--- src/rtl/pipeline_ctrl.sv ---
// Hazard/sequencing controller for the 5-stage core: load-use, branch squash, memory wait, halt/drain/restart.
// Optional stall-cycle counter enabled by defining PIPELINE_CTRL_PERF_EN; otherwise stall_cycles reads 0.
module pipeline_ctrl #(
  parameter int unsigned DRAIN_CYCLES = 3,
  parameter int unsigned STALL_CNT_W  = 16
) (
  input  logic                   clk,
  input  logic                   reset,
  input  logic                   memread_ex,
  input  logic [2:0]             regwrite_adr_ex,
  input  logic [2:0]             rs_adr_id,
  input  logic [2:0]             rt_adr_id,
  input  logic                   uses_rs_id,
  input  logic                   uses_rt_id,
  input  logic                   branch_taken_ex,
  input  logic                   halt_id,
  input  logic                   restart,
  input  logic                   mem_req_mem,
  input  logic                   mem_ack,
  output logic                   en_pc,
  output logic                   en_ifid,
  output logic                   en_idex,
  output logic                   en_exmem,
  output logic                   en_memwb,
  output logic                   flush_ifid,
  output logic                   flush_idex,
  output logic                   flush_exmem,
  output logic                   flush_memwb,
  output logic                   halted,
  output logic [STALL_CNT_W-1:0] stall_cycles
);

  localparam int unsigned CNT_W = (DRAIN_CYCLES < 2) ? 1 : $clog2(DRAIN_CYCLES + 1);

  typedef enum logic [1:0] {
    RUN     = 2'd0,
    MEMWAIT = 2'd1,
    DRAIN   = 2'd2,
    HALTED  = 2'd3
  } state_e;

  state_e             state_q, state_d;
  logic               ret_drain_q, ret_drain_d;
  logic [CNT_W-1:0]   cnt_q, cnt_d;
  logic               mem_wait_c;
  logic               load_use_c;
  logic               drain_step_c;

  assign mem_wait_c = mem_req_mem && !mem_ack;
  assign load_use_c = memread_ex && (regwrite_adr_ex != 3'd0) &&
                      ((uses_rs_id && (rs_adr_id == regwrite_adr_ex)) ||
                       (uses_rt_id && (rt_adr_id == regwrite_adr_ex)));

  // Next state and enable/flush decode; the outputs act at the next clock edge
  always_comb begin
    en_pc        = 1'b1;
    en_ifid      = 1'b1;
    en_idex      = 1'b1;
    en_exmem     = 1'b1;
    en_memwb     = 1'b1;
    flush_ifid   = 1'b0;
    flush_idex   = 1'b0;
    flush_exmem  = 1'b0;
    flush_memwb  = 1'b0;
    halted       = 1'b0;
    state_d      = state_q;
    ret_drain_d  = ret_drain_q;
    cnt_d        = cnt_q;
    drain_step_c = 1'b0;

    case (state_q)
      RUN, DRAIN: begin
        if (state_q == DRAIN) begin
          en_pc      = 1'b0;
          en_ifid    = 1'b0;
          flush_ifid = 1'b1;
        end
        if (mem_wait_c) begin
          en_pc       = 1'b0;
          en_ifid     = 1'b0;
          en_idex     = 1'b0;
          en_exmem    = 1'b0;
          en_memwb    = 1'b1;
          flush_ifid  = 1'b0;
          flush_memwb = 1'b1;
          state_d     = MEMWAIT;
          ret_drain_d = (state_q == DRAIN);
        end else if (branch_taken_ex) begin
          en_pc        = 1'b1;
          en_ifid      = 1'b1;
          flush_ifid   = 1'b1;
          flush_idex   = 1'b1;
          drain_step_c = (state_q == DRAIN);
        end else if ((state_q == RUN) && halt_id) begin
          en_pc      = 1'b0;
          flush_ifid = 1'b1;
          state_d    = DRAIN;
          cnt_d      = CNT_W'(DRAIN_CYCLES);
        end else if (load_use_c) begin
          en_pc      = 1'b0;
          en_ifid    = 1'b0;
          flush_idex = 1'b1;
        end else begin
          drain_step_c = (state_q == DRAIN);
        end
      end
      MEMWAIT: begin
        if (!mem_ack) begin
          en_pc       = 1'b0;
          en_ifid     = 1'b0;
          en_idex     = 1'b0;
          en_exmem    = 1'b0;
          en_memwb    = 1'b1;
          flush_memwb = 1'b1;
        end else begin
          // Ack cycle advances the whole pipe and counts as drain progress
          state_d      = ret_drain_q ? DRAIN : RUN;
          drain_step_c = ret_drain_q;
          ret_drain_d  = 1'b0;
        end
      end
      HALTED: begin
        en_pc    = 1'b0;
        en_ifid  = 1'b0;
        en_idex  = 1'b0;
        en_exmem = 1'b0;
        en_memwb = 1'b0;
        halted   = 1'b1;
        if (restart) begin
          en_pc      = 1'b1;
          flush_ifid = 1'b1;
          halted     = 1'b0;
          state_d    = RUN;
        end
      end
      default: state_d = RUN;
    endcase

    if (drain_step_c) begin
      if (cnt_q <= CNT_W'(1)) begin
        state_d = HALTED;
        cnt_d   = '0;
      end else begin
        cnt_d = cnt_q - CNT_W'(1);
      end
    end

    if (!reset) begin
      en_pc       = 1'b0;
      en_ifid     = 1'b0;
      en_idex     = 1'b0;
      en_exmem    = 1'b0;
      en_memwb    = 1'b0;
      flush_ifid  = 1'b1;
      flush_idex  = 1'b1;
      flush_exmem = 1'b1;
      flush_memwb = 1'b1;
      halted      = 1'b0;
    end
  end

  always_ff @(posedge clk) begin
    if (!reset) begin
      state_q     <= RUN;
      ret_drain_q <= 1'b0;
      cnt_q       <= '0;
    end else begin
      state_q     <= state_d;
      ret_drain_q <= ret_drain_d;
      cnt_q       <= cnt_d;
    end
  end

`ifdef PIPELINE_CTRL_PERF_EN
  logic [STALL_CNT_W-1:0] stall_q, stall_d;

  // Saturating count of cycles with the PC held outside HALTED
  always_comb begin
    stall_d = stall_q;
    if (!en_pc && (state_q != HALTED) && (stall_q != '1)) begin
      stall_d = stall_q + STALL_CNT_W'(1);
    end
  end

  always_ff @(posedge clk) begin
    if (!reset) begin
      stall_q <= '0;
    end else begin
      stall_q <= stall_d;
    end
  end

  assign stall_cycles = stall_q;
`else
  assign stall_cycles = '0;
`endif

endmodule

--- config.mk ---
export PLATFORM = sky130hd
export DESIGN_NAME = pipeline_ctrl
export DESIGN_NICKNAME = d
export VERILOG_FILES = /design/src/rtl/pipeline_ctrl.sv
export SDC_FILE = /design/constraint.sdc
export NUM_CORES = 1
export LEC_CHECK = 0
export CAP_MARGIN = 15
export CELL_PAD_IN_SITES_DETAIL_PLACEMENT = 1
export CELL_PAD_IN_SITES_GLOBAL_PLACEMENT = 2
export CORE_UTILIZATION = 17
export CTS_BUF_LIST = sky130_fd_sc_hd__clkbuf_4 sky130_fd_sc_hd__clkbuf_8
export CTS_CLUSTER_DIAMETER = 40
export DETAILED_ROUTE_END_ITERATION = 7
export PLACE_DENSITY_LB_ADDON = 0.05
export SKIP_LAST_GASP = 1
export SLEW_MARGIN = 20
export SYNTH_ARGS = -nofsm -noshare
export SYNTH_HDL_FRONTEND = slang
export SYNTH_SLANG_ARGS = --single-unit
--- constraint.sdc ---
create_clock -name clk -period 1.76 [get_ports clk]
set_input_delay 0.264 -clock clk [delete_from_list [all_inputs] [get_ports clk]]
set_output_delay 0.264 -clock clk [all_outputs]
set_load 0.02 [all_outputs]
# Word-level counts from Yosys, hierarchy flattened

Index checks and enable logic that the tools add are counted.
Widths: inputs -> output; s select.

Flip-flop bits (word level): 5

$add $sub $neg: 1
$lt $le $gt $ge: 1
Equality and inequality tests: 9
Muxes and demuxes: 63
Reductions and logical operators: 17

Operators with widths:

| kind                | number |
|---|---|
| $mux 1              | 40 |
| $mux 2              | 14 |
| $pmux 1 s2          | 5 |
| $pmux 1 s3          | 3 |
| $eq 3x3->1          | 2 |
| $logic_and 1x1->1   | 6 |
| $pmux 2 s3          | 1 |
| $reduce_bool 2->1   | 3 |
| $eq 2x2->1 const B  | 2 |
| $ne 2x1->1 const B  | 2 |
| $ne 2x2->1 const B  | 2 |
| $reduce_and 4->1    | 1 |
| $reduce_and 3->1    | 1 |
| $reduce_bool 3->1   | 1 |
| $reduce_or 3->1     | 1 |
| $eq 2x1->1 const B  | 1 |
| $le 2x1->1 const B  | 1 |
| $logic_not 2->1     | 1 |
| $reduce_or 2->1     | 1 |
| $sub 2x1->2 const B | 1 |
| $logic_not 1->1     | 1 |
| $logic_or 1x1->1    | 1 |

# Depth between registers and ports, before layout

Gate-level depths: netlist (run 1).

Word-level depth: 11
Gate-level depth with buffers: 6
Depth with buffers taken out: 5

# Least setup slack after synthesis (run 1)

No wires, ideal clock.

Kind: register to output
From: register state_q[1]
To: output en_pc
Arrival time: 1341 ps
Data required time: 1496 ps
Path slack: 155 ps
Cell stages (with the launch flop): 6
Buffers on the path: 1
Cells stage by stage: dfxtp_1 -> buf_2 -> inv_1 -> mux2i_1 -> o21ai_0 -> nor3_2

Word-level cells in the longest chain between the ends: 8
Elaborated cells on any way between the ends: 13

Ends and longest elaborated chain:

| element                  | line   | source |
|---|---|---|
| start: declaration       | 42     | `state_e state_q, state_d;` |
| start signal: assignment | 168    | `state_q <= state_d;` |
| $eq 2x2->1               | 71, 73 |  |
| $mux 1                   | 73     | `if (state_q == DRAIN) begin` |
| $mux 1                   | 99     | `end else if (load_use_c) begin` |
| $mux 1                   | 94     | `end else if ((state_q == RUN) && halt_id) begin` |
| $mux 1                   | 88     | `end else if (branch_taken_ex) begin` |
| $mux 1                   | 78     | `if (mem_wait_c) begin` |
| $pmux 1 s3 *             | 71     | `case (state_q)` |
| $mux 1 *                 | 148    | `if (!reset) begin` |
| end: declaration         | 20     | `output logic en_pc,` |

Mark *: on every way between the ends. The rest lies on a longest branch, timed or not.

# Worst setup path in the final report (run 1)

From: input halt_id
To: output en_ifid

Word-level cells in the longest chain between the ends: 6

Ends and longest elaborated chain:

| element            | line | source |
|---|---|---|
| start: declaration | 16   | `input logic halt_id,` |
| $logic_and 1x1->1  | 94   |  |
| $mux 1             | 94   |  |
| $mux 1             | 88   |  |
| $mux 1             | 78   |  |
| $pmux 1 s3         | 71   |  |
| $mux 1             | 148  |  |
| end: declaration   | 21   | `output logic en_ifid,` |

Every way passes these cells.

==> summary by stage, run 1 <==
Layout
The repair_antennas step left the layout with diodes totalling 0. The final non-filler cell area is 1070 um2. Summing all multi-input logic gate instances after layout gives 480 um2. For this run, the number of standard cells in the final layout without fillers is 179. In the final layout, flip-flops and latches occupy 101 um2. For this run, the post-layout net count is 153. The layout has 448 filler cells. Of the cells placed in the final design, the portion with a size suffix greater than 1 is 0.414. Relative to the synthesized area, the layout overhead comes to 68.0%. The final core utilization is 0.309.

Floorplanning
The top-level port count is 45. The area enclosed by the die boundary is 4000 um2. The number of rows created at floorplan is 21. The core region is 3470 um2. The die is 63.3 um wide. The initial standard-cell utilization of the core is 0.184. The die height is 63.3 um.

Timing
The peak clock frequency supported by timing is 590 MHz. The count of final hold-check violations was 0. Setup repair after global routing left no endpoint under its margin. The final hold slack is 0.469 ns.

For the finished layout, the period the worst path requires is 1.69 ns. The worst path meets setup with 0.0661 ns of slack. Between clock sinks in the finished design, the worst skew comes to 0.00207 ns. In the finished design, the share of the clock period the worst path needs comes to 0.962. The total setup violations reported at the end of the flow is 0.

The max-slew violation count is 0. The sum of negative setup slack is 0 ns.

Worst setup path
The category of the critical setup timing path is in2out. For this run, the slowest stage of the critical path takes 0.58 ns. The worst setup path is launched from an input port.

The required time of the critical path is 1.50 ns. The worst setup path is captured at an output port. In this run the critical register-to-register path is captured at cnt_q[0].

The dominant cell type by count on the critical path is sky130_fd_sc_hd__nor2_1. The worst register-to-register path begins at state_q[0]. The signal on the critical path passes through clkdlybuf4s50_1 > nor2_1 > nor2_1 > nor2_1 > o31a_1 > buf_6. Counting cells, the worst reg-to-reg path comes to 6. In this run the register-to-register setup slack is 0.35 ns. Of all nets on the critical path, the largest fanout is 5. The cell at the slowest stage of the critical path is sky130_fd_sc_hd__clkdlybuf4s50_1. Data on the critical path arrives at its endpoint at 1.43 ns.

Logic synthesis
The netlist area before placement is 638 um2. Of the post-synthesis cell area, the dominant cell type holds 0.212. Counting flops with a built-in enable in the synthesized netlist gives 0. The sequential fraction of the synthesis area is 0.157.

The prevailing post-synth register cell is sky130_fd_sc_hd__dfxtp_1. The number of storage elements in the synthesis netlist is 5. During synthesis, Yosys emitted a total of 0 warnings. Counting flops with an async set or reset pin after synthesis yields a share of 0. Sorting the synthesized cells by area gives the leading types as sky130_fd_sc_hd__buf_4 (21%), sky130_fd_sc_hd__dfxtp_1 (16%), sky130_fd_sc_hd__xnor2_1 (8.2%). The synthesized area per cell is 7.33 um2.

After synthesis, the netlist uses 29 different library cells. The most frequently used cell type in the post-synthesis netlist is sky130_fd_sc_hd__buf_4. Synthesis produced 87 cells.

The cell taking the most area after synthesis is sky130_fd_sc_hd__buf_4. In the synthesized netlist, the cells that appear most often are sky130_fd_sc_hd__buf_4 (18), sky130_fd_sc_hd__nor2_1 (12), sky130_fd_sc_hd__a21oi_1 (7).

Routing
The detailed router placed 704 vias in this run. The detail-routed via count per cell is 3.93. The detail-routed net length per standard cell is 11.4 um. For this block, the routed nets add up to 2040 um of wire.

The antenna violation net count after detailed routing is 0. The number of remaining DRC errors is 0. The first-pass detailed-route iteration total is 2. The violation count after the first detailed-routing iteration is 16.

Pwr
The total power per unit cell area is 591 nW/um2. Internal power comes to 0.420 mW. The worst-case vdd ir drop is 0.000118 V. Of the total power, the share spent switching nets is 0.337. Of the total power, registers draw 0.212. Of the total power, the clock network draws 0.356. Summed over all nets, the switching power comes to 0.214 mW.

The proportion of power drawn by combinational gates is 0.433. The analysis attributes to cell leakage a power of 0.483 nW. The total design power is 0.634 mW.

CTS
TritonCTS built the clock tree. The depth of the CTS H-tree is 1. The clock reaches the later pin of the worst-skew pair after 0.22 ns.

After clock tree synthesis, the clock-pin slew on the worst setup and hold paths is 0.03 ns. The cell sitting at the root of the clock tree is a sky130_fd_sc_hd__clkbuf_8. In this run, CTS created clock tree buffers numbering 3. Hold repair after CTS inserted 0 buffers. The clock passes through at most 2 buffers. The tree built by TritonCTS fans out to 5 sinks.

Place
Summing all placed instances gives a cell area of 1010 um2. The placer's final routability congestion estimate is 0.695. The placement-stage worst setup slack is -0.773 ns.

Detailed placement ended at an HPWL of 1670 um. The count of input and output buffers is 28. Counting tap cells, the placed design contains a total of 172 instances.

Hold path
In this run the most critical hold path is launched from cnt_q[0]. Counting instances, the worst hold path has a depth of 2. The tightest min-delay check is of the reg2reg type. The path with the worst hold slack has its endpoint at cnt_q[1].

Global route
The initial antenna violation count came to 0. Entering global routing, the biggest net connects 10 pins. The total overflow reported by the global router is 0. The first global-routing pass estimated 3350 um of wire.

The number of global-route vias before repair is 731. The overall track demand over capacity in global routing is 0.108.

Status
The flow ran to the end, and the final reports show no timing, DRC or antenna violations.

Job
Max-cap violations in this run came to 0.
-- layout by cell type (no fill, tap or decap), drive strengths merged --
cell type	n
nor2	13
clkbuf	9
clkdlybuf4s50	3
a211o	1
nor2b	1
clkdlybuf4s15	4
conb	16
dfxtp	5
and2b	1
o31a	2
nand2b	2
o31ai	3
a31oi	1
a32oi	1
nand3	3
mux2i	3
a211oi	1
o21ai	3
dlygate4sd2	7
inv	3
nand2	2
xnor2	6
buf	27
dlymetal6s2s	1
nor3	3
a21oi	10
nand4	2
-- power groups by stage --
stage	logic [mW]	clock network (mW)	registers [mW]
2_1_floorplan	0.177	0	0.128
3_3_place_gp	0.279	0	0.135
3_5_place_dp	0.277	0	0.135
4_1_cts	0.269	0.233	0.134
5_1_grt	0.299	0.240	0.136
6_report	0.274	0.225	0.134
-- sequential cells by signal, summed over array words and instances, names as in the netlist --
| name | cells |
|---|---|
| cnt_q | 2 |
| state_q | 2 |
| ret_drain_q | 1 |
-- layer usage --
layer / track usage / up-vias / wire length [um]
met5: 0 / - / 0
met4: 0.0511 / 0 / 0
met3: 0.0109 / 0 / 81
met2: 0.207 / 26 / 1070
met1: 0.117 / 320 / 889
li1: - / 358 / -
-- area by class of cell --
| cell class | count | share of cell area |
|---|---|---|
| clock buffer | 4 | 0.0455 |
| inverter | 3 | 0.0105 |
| multi-input combinational | 74 | 0.448 |
| sequential | 5 | 0.0945 |
| tap | 46 | 0.0537 |
| timing repair buffer | 47 | 0.348 |
-- worst max path at each step --
stage                                  start    endpoint  depth (start not counted)
after floorplan                   state_q[1]       en_pc                          5
after global placement    regwrite_adr_ex[1]  flush_idex                          7
after detailed placement  regwrite_adr_ex[1]  flush_idex                          7
after CTS                        mem_req_mem     en_ifid                          7
after global routing      regwrite_adr_ex[2]     en_ifid                          7
final                                halt_id     en_ifid                          6
-- timing repair --
| item | 4_1_cts | 5_1_grt |
|---|---|---|
| gates resized for setup | 70 | 13 |
| gates cloned | 0 | 0 |
| buffers inserted | 2 | 1 |
| pin swaps | 11 | 12 |
| setup endpoints to repair | 10 | 6 |
-- logic make-up (layout without fill, tap and decap cells) --
| family | count (synthesis) | count (layout) | synth area share |
|---|---|---|---|
| other cells | 1 | 16 | 0.00588 |
| flops | 5 | 5 | 0.157 |
| mux | 3 | 3 | 0.0471 |
| xor+xnor | 6 | 6 | 0.0824 |
| buf+inv | 23 | 54 | 0.245 |
| simple gates | 27 | 27 | 0.210 |
| compound gates | 22 | 22 | 0.253 |
-- worst max-delay path: cells and delay by family --
| family | cells | cell delay [ns] |
|---|---|---|
| compound gates | 1 | 0.25 |
| buf+inv | 2 | 0.71 |
| simple gates | 3 | 0.20 |
(Power assumes the default switching activity.)
==> run 2: changes to the inputs <==
--- a/config.mk
+++ b/config.mk
@@ -13,6 +13,7 @@
 export CTS_CLUSTER_DIAMETER = 40
 export DETAILED_ROUTE_END_ITERATION = 7
 export PLACE_DENSITY_LB_ADDON = 0.05
+export SKIP_CTS_REPAIR_TIMING = 1
 export SKIP_LAST_GASP = 1
 export SLEW_MARGIN = 20
 export SYNTH_ARGS = -nofsm -noshare
==> run 2 against run 1 <==
Compared with the run above:
- sequential power about the same
- global-route usage decreased by 0.26 points
- sequential share of layout area shrank 0.31 points
- clock power about the same
- non-clock buffer count down 1
- die area did not move
- core utilization grew 1.0 points
- via count up 0.43%
- first-iteration DRC count did not move
- largest cell class unchanged
- largest power group unchanged
- highest routed layer unchanged
==> summary by stage, run 2 (same netlist as run 1, synthesis figures left out) <==
Routing
The antenna violation net count after detailed routing is 0. Detailed routing inserted a total of 707 vias. Dividing the detail-routed wire length by the instance count gives 11.2 um. The detail-routed via count per cell is 3.97. The number of remaining DRC errors is 0.

The detailed router finished its first iteration with 16 violations. The first detailed-routing pass ran for 2 iterations. The total length of routed wires is 2000 um.

Layout
Compared with the post-synthesis result, the final layout area differs by 73.7%. The share of final-layout standard cells stronger than drive strength 1 is 0.356. Once layout is complete, the utilization of the core stands at 0.320. In the layout the commonest cells are sky130_fd_sc_hd__buf_4 (19), sky130_fd_sc_hd__conb_1 (16), sky130_fd_sc_hd__dlymetal6s2s_1 (15), sky130_fd_sc_hd__nor2_1 (10).

The antenna diode instance count is 0. For this run, the post-layout net count is 152. The most frequent standard cell in the layout excluding fill and tap cells is sky130_fd_sc_hd__buf_4. In the final layout, the registers with the most flip-flops are cnt_q (2), state_q (2), ret_drain_q (1).

Timing
Across the routed clock network, the largest skew measured is 0.00214 ns. Based on the critical path, the design can be clocked at up to 575 MHz. The clock period minus worst slack is 1.74 ns. The total setup violations reported at the end of the flow is 0. Setup repair after global routing could not meet its margin everywhere. The post-route worst setup slack is 0.0196 ns. The count of final hold-check violations came to 0. The post-route clock period utilization is 0.989. Hold is met by 0.470 ns. The max-slew violation count is 0.

Worst setup path
The worst register-to-register path has a setup slack of 0.35 ns. The most critical setup path has its endpoint at en_ifid. STA classifies the critical path startpoint as an input port.

In this run the worst path has a maximum fanout of 5. The worst setup path startpoint is halt_id. Counting cells, the worst reg-to-reg path comes to 5. In this run the critical register-to-register path is launched from state_q[1]. STA puts the critical path data arrival time at 1.48 ns.

The worst register-to-register path ends at cnt_q[0]. The endpoint class of the critical path is an output port. The category of the critical setup timing path is in2out. For the worst setup path, the data required time is 1.50 ns.

Floorplanning
Measured along the x axis, the die boundary spans 63.3 um. The die covers 4000 um2. The number of rows created at floorplan is 21. The die height is 63.3 um. The initial standard-cell utilization of the core is 0.184. The area of the placeable core is 3470 um2. The top-level port count is 45.

Global route
For this run the aggregate overflow at the end of global routing stands at 0. The initial antenna violation count is 0. The largest net degree at the start of global routing is 10.

The number of global-route vias before repair is 720. In the global route stage, overall resource usage came out at 0.105. The global-route wire length before repair is 3260 um.

Pwr
Power spread over the standard cell area amounts to 572 nW/um2. The portion of total power attributed to sequential cells is 0.212. The internal power is 0.424 mW. The worst-case IR drop observed on VDD is 0.000120 V. The static power due to leakage is 0.589 nW. The net switching power is 0.210 mW. Of the total power, combinational logic draws 0.434. The fraction of power spent switching nets is 0.331.

The total design power is 0.634 mW. The share of total power in the clock network is 0.354.

CTS
The latest clock arrival within the worst-skew pair is 0.22 ns. Clock tree synthesis inserted a total of 3 buffers. The root cell of the clock tree is sky130_fd_sc_hd__clkbuf_8. Clock tree synthesis found a total of 5 sinks. TritonCTS built the clock tree. The depth of the CTS H-tree is 1.

The maximum root-to-sink buffer count is 2. After clock tree synthesis, the clock-pin slew on the worst setup and hold paths is 0.03 ns.

Status
The flow ran to the end, and the final reports show no timing, DRC or antenna violations.

Place
The count of input and output buffers is 28. At the placement stage, the worst setup path has a slack of -0.773 ns. At the end of routability-driven placement, the weighted congestion stood at 0.695. The placed wire-length estimate after detailed placement is 1670 um.

Job
The tool flagged a number of max-cap violations equal to 0.

Hold path
The worst min-delay path class is reg2reg.
[run 2: cell count changes in the layout (fill, tap and decap cells not counted), moves of 2 or more]
cell                              delta
sky130_fd_sc_hd__dlymetal6s2s_1     +14
sky130_fd_sc_hd__buf_4               -2
sky130_fd_sc_hd__buf_2               -4
sky130_fd_sc_hd__dlygate4sd2_1       -7
sky130_fd_sc_hd__clkdlybuf4s15_2     -3
[run 2: worst min path at each step]
stage,from,end,cells past startpoint
2_1_floorplan,reset,cnt_q[1],2
3_3_place_gp,cnt_q[0],cnt_q[1],2
3_5_place_dp,cnt_q[0],cnt_q[1],2
4_1_cts,cnt_q[0],cnt_q[1],2
5_1_grt,cnt_q[0],cnt_q[1],2
6_report,cnt_q[0],cnt_q[1],2
[run 2: cell type report]
| cell class | count | area, um2 |
|---|---|---|
| tap | 46 | 57.6 |
| sequential | 5 | 101 |
| clock buffer | 4 | 48.8 |
| inverter | 3 | 11.3 |
| fill | 446 | 2360 |
| timing repair buffer | 46 | 423 |
| multi-input combinational | 74 | 467 |
[run 2: routing by layer]
metal / vias to the layer above / global-route usage / part of all wire
met5: - / 0 / 0
met4: 0 / 0.0511 / 0
met3: 0 / 0.0109 / 0.042
met2: 26 / 0.198 / 0.52
met1: 324 / 0.117 / 0.43
li1: 357 / - / -
[run 2: stage by stage]
| step | cell area, um2 | std cells | TNS (ns) |
|---|---|---|---|
| 2_1_floorplan | 694 | 102 | 0 |
| 3_3_place_gp | 1010 | 172 | -4.75 |
| 3_5_place_dp | 1010 | 172 | -4.74 |
| 4_1_cts | 1060 | 176 | -4.70 |
| 5_1_grt | 1110 | 178 | -0.128 |
| 6_report | 1110 | 178 | 0 |
[run 2: power by group through the flow]
stage,combinational [mW],clock (mW),sequential (mW)
detailed placement,0.277,0,0.135
global route,0.301,0.240,0.136
floorplan,0.177,0,0.128
finish,0.275,0.225,0.134
CTS,0.278,0.233,0.134
global placement,0.279,0,0.135
[run 2: critical path, cell delays in order]
cell and delay [ns]:
sky130_fd_sc_hd__clkdlybuf4s50_1 0.57, sky130_fd_sc_hd__nor2_1 0.06, sky130_fd_sc_hd__nor2_1 0.11, sky130_fd_sc_hd__nor2_2 0.05, sky130_fd_sc_hd__o31a_1 0.28, sky130_fd_sc_hd__buf_6 0.13
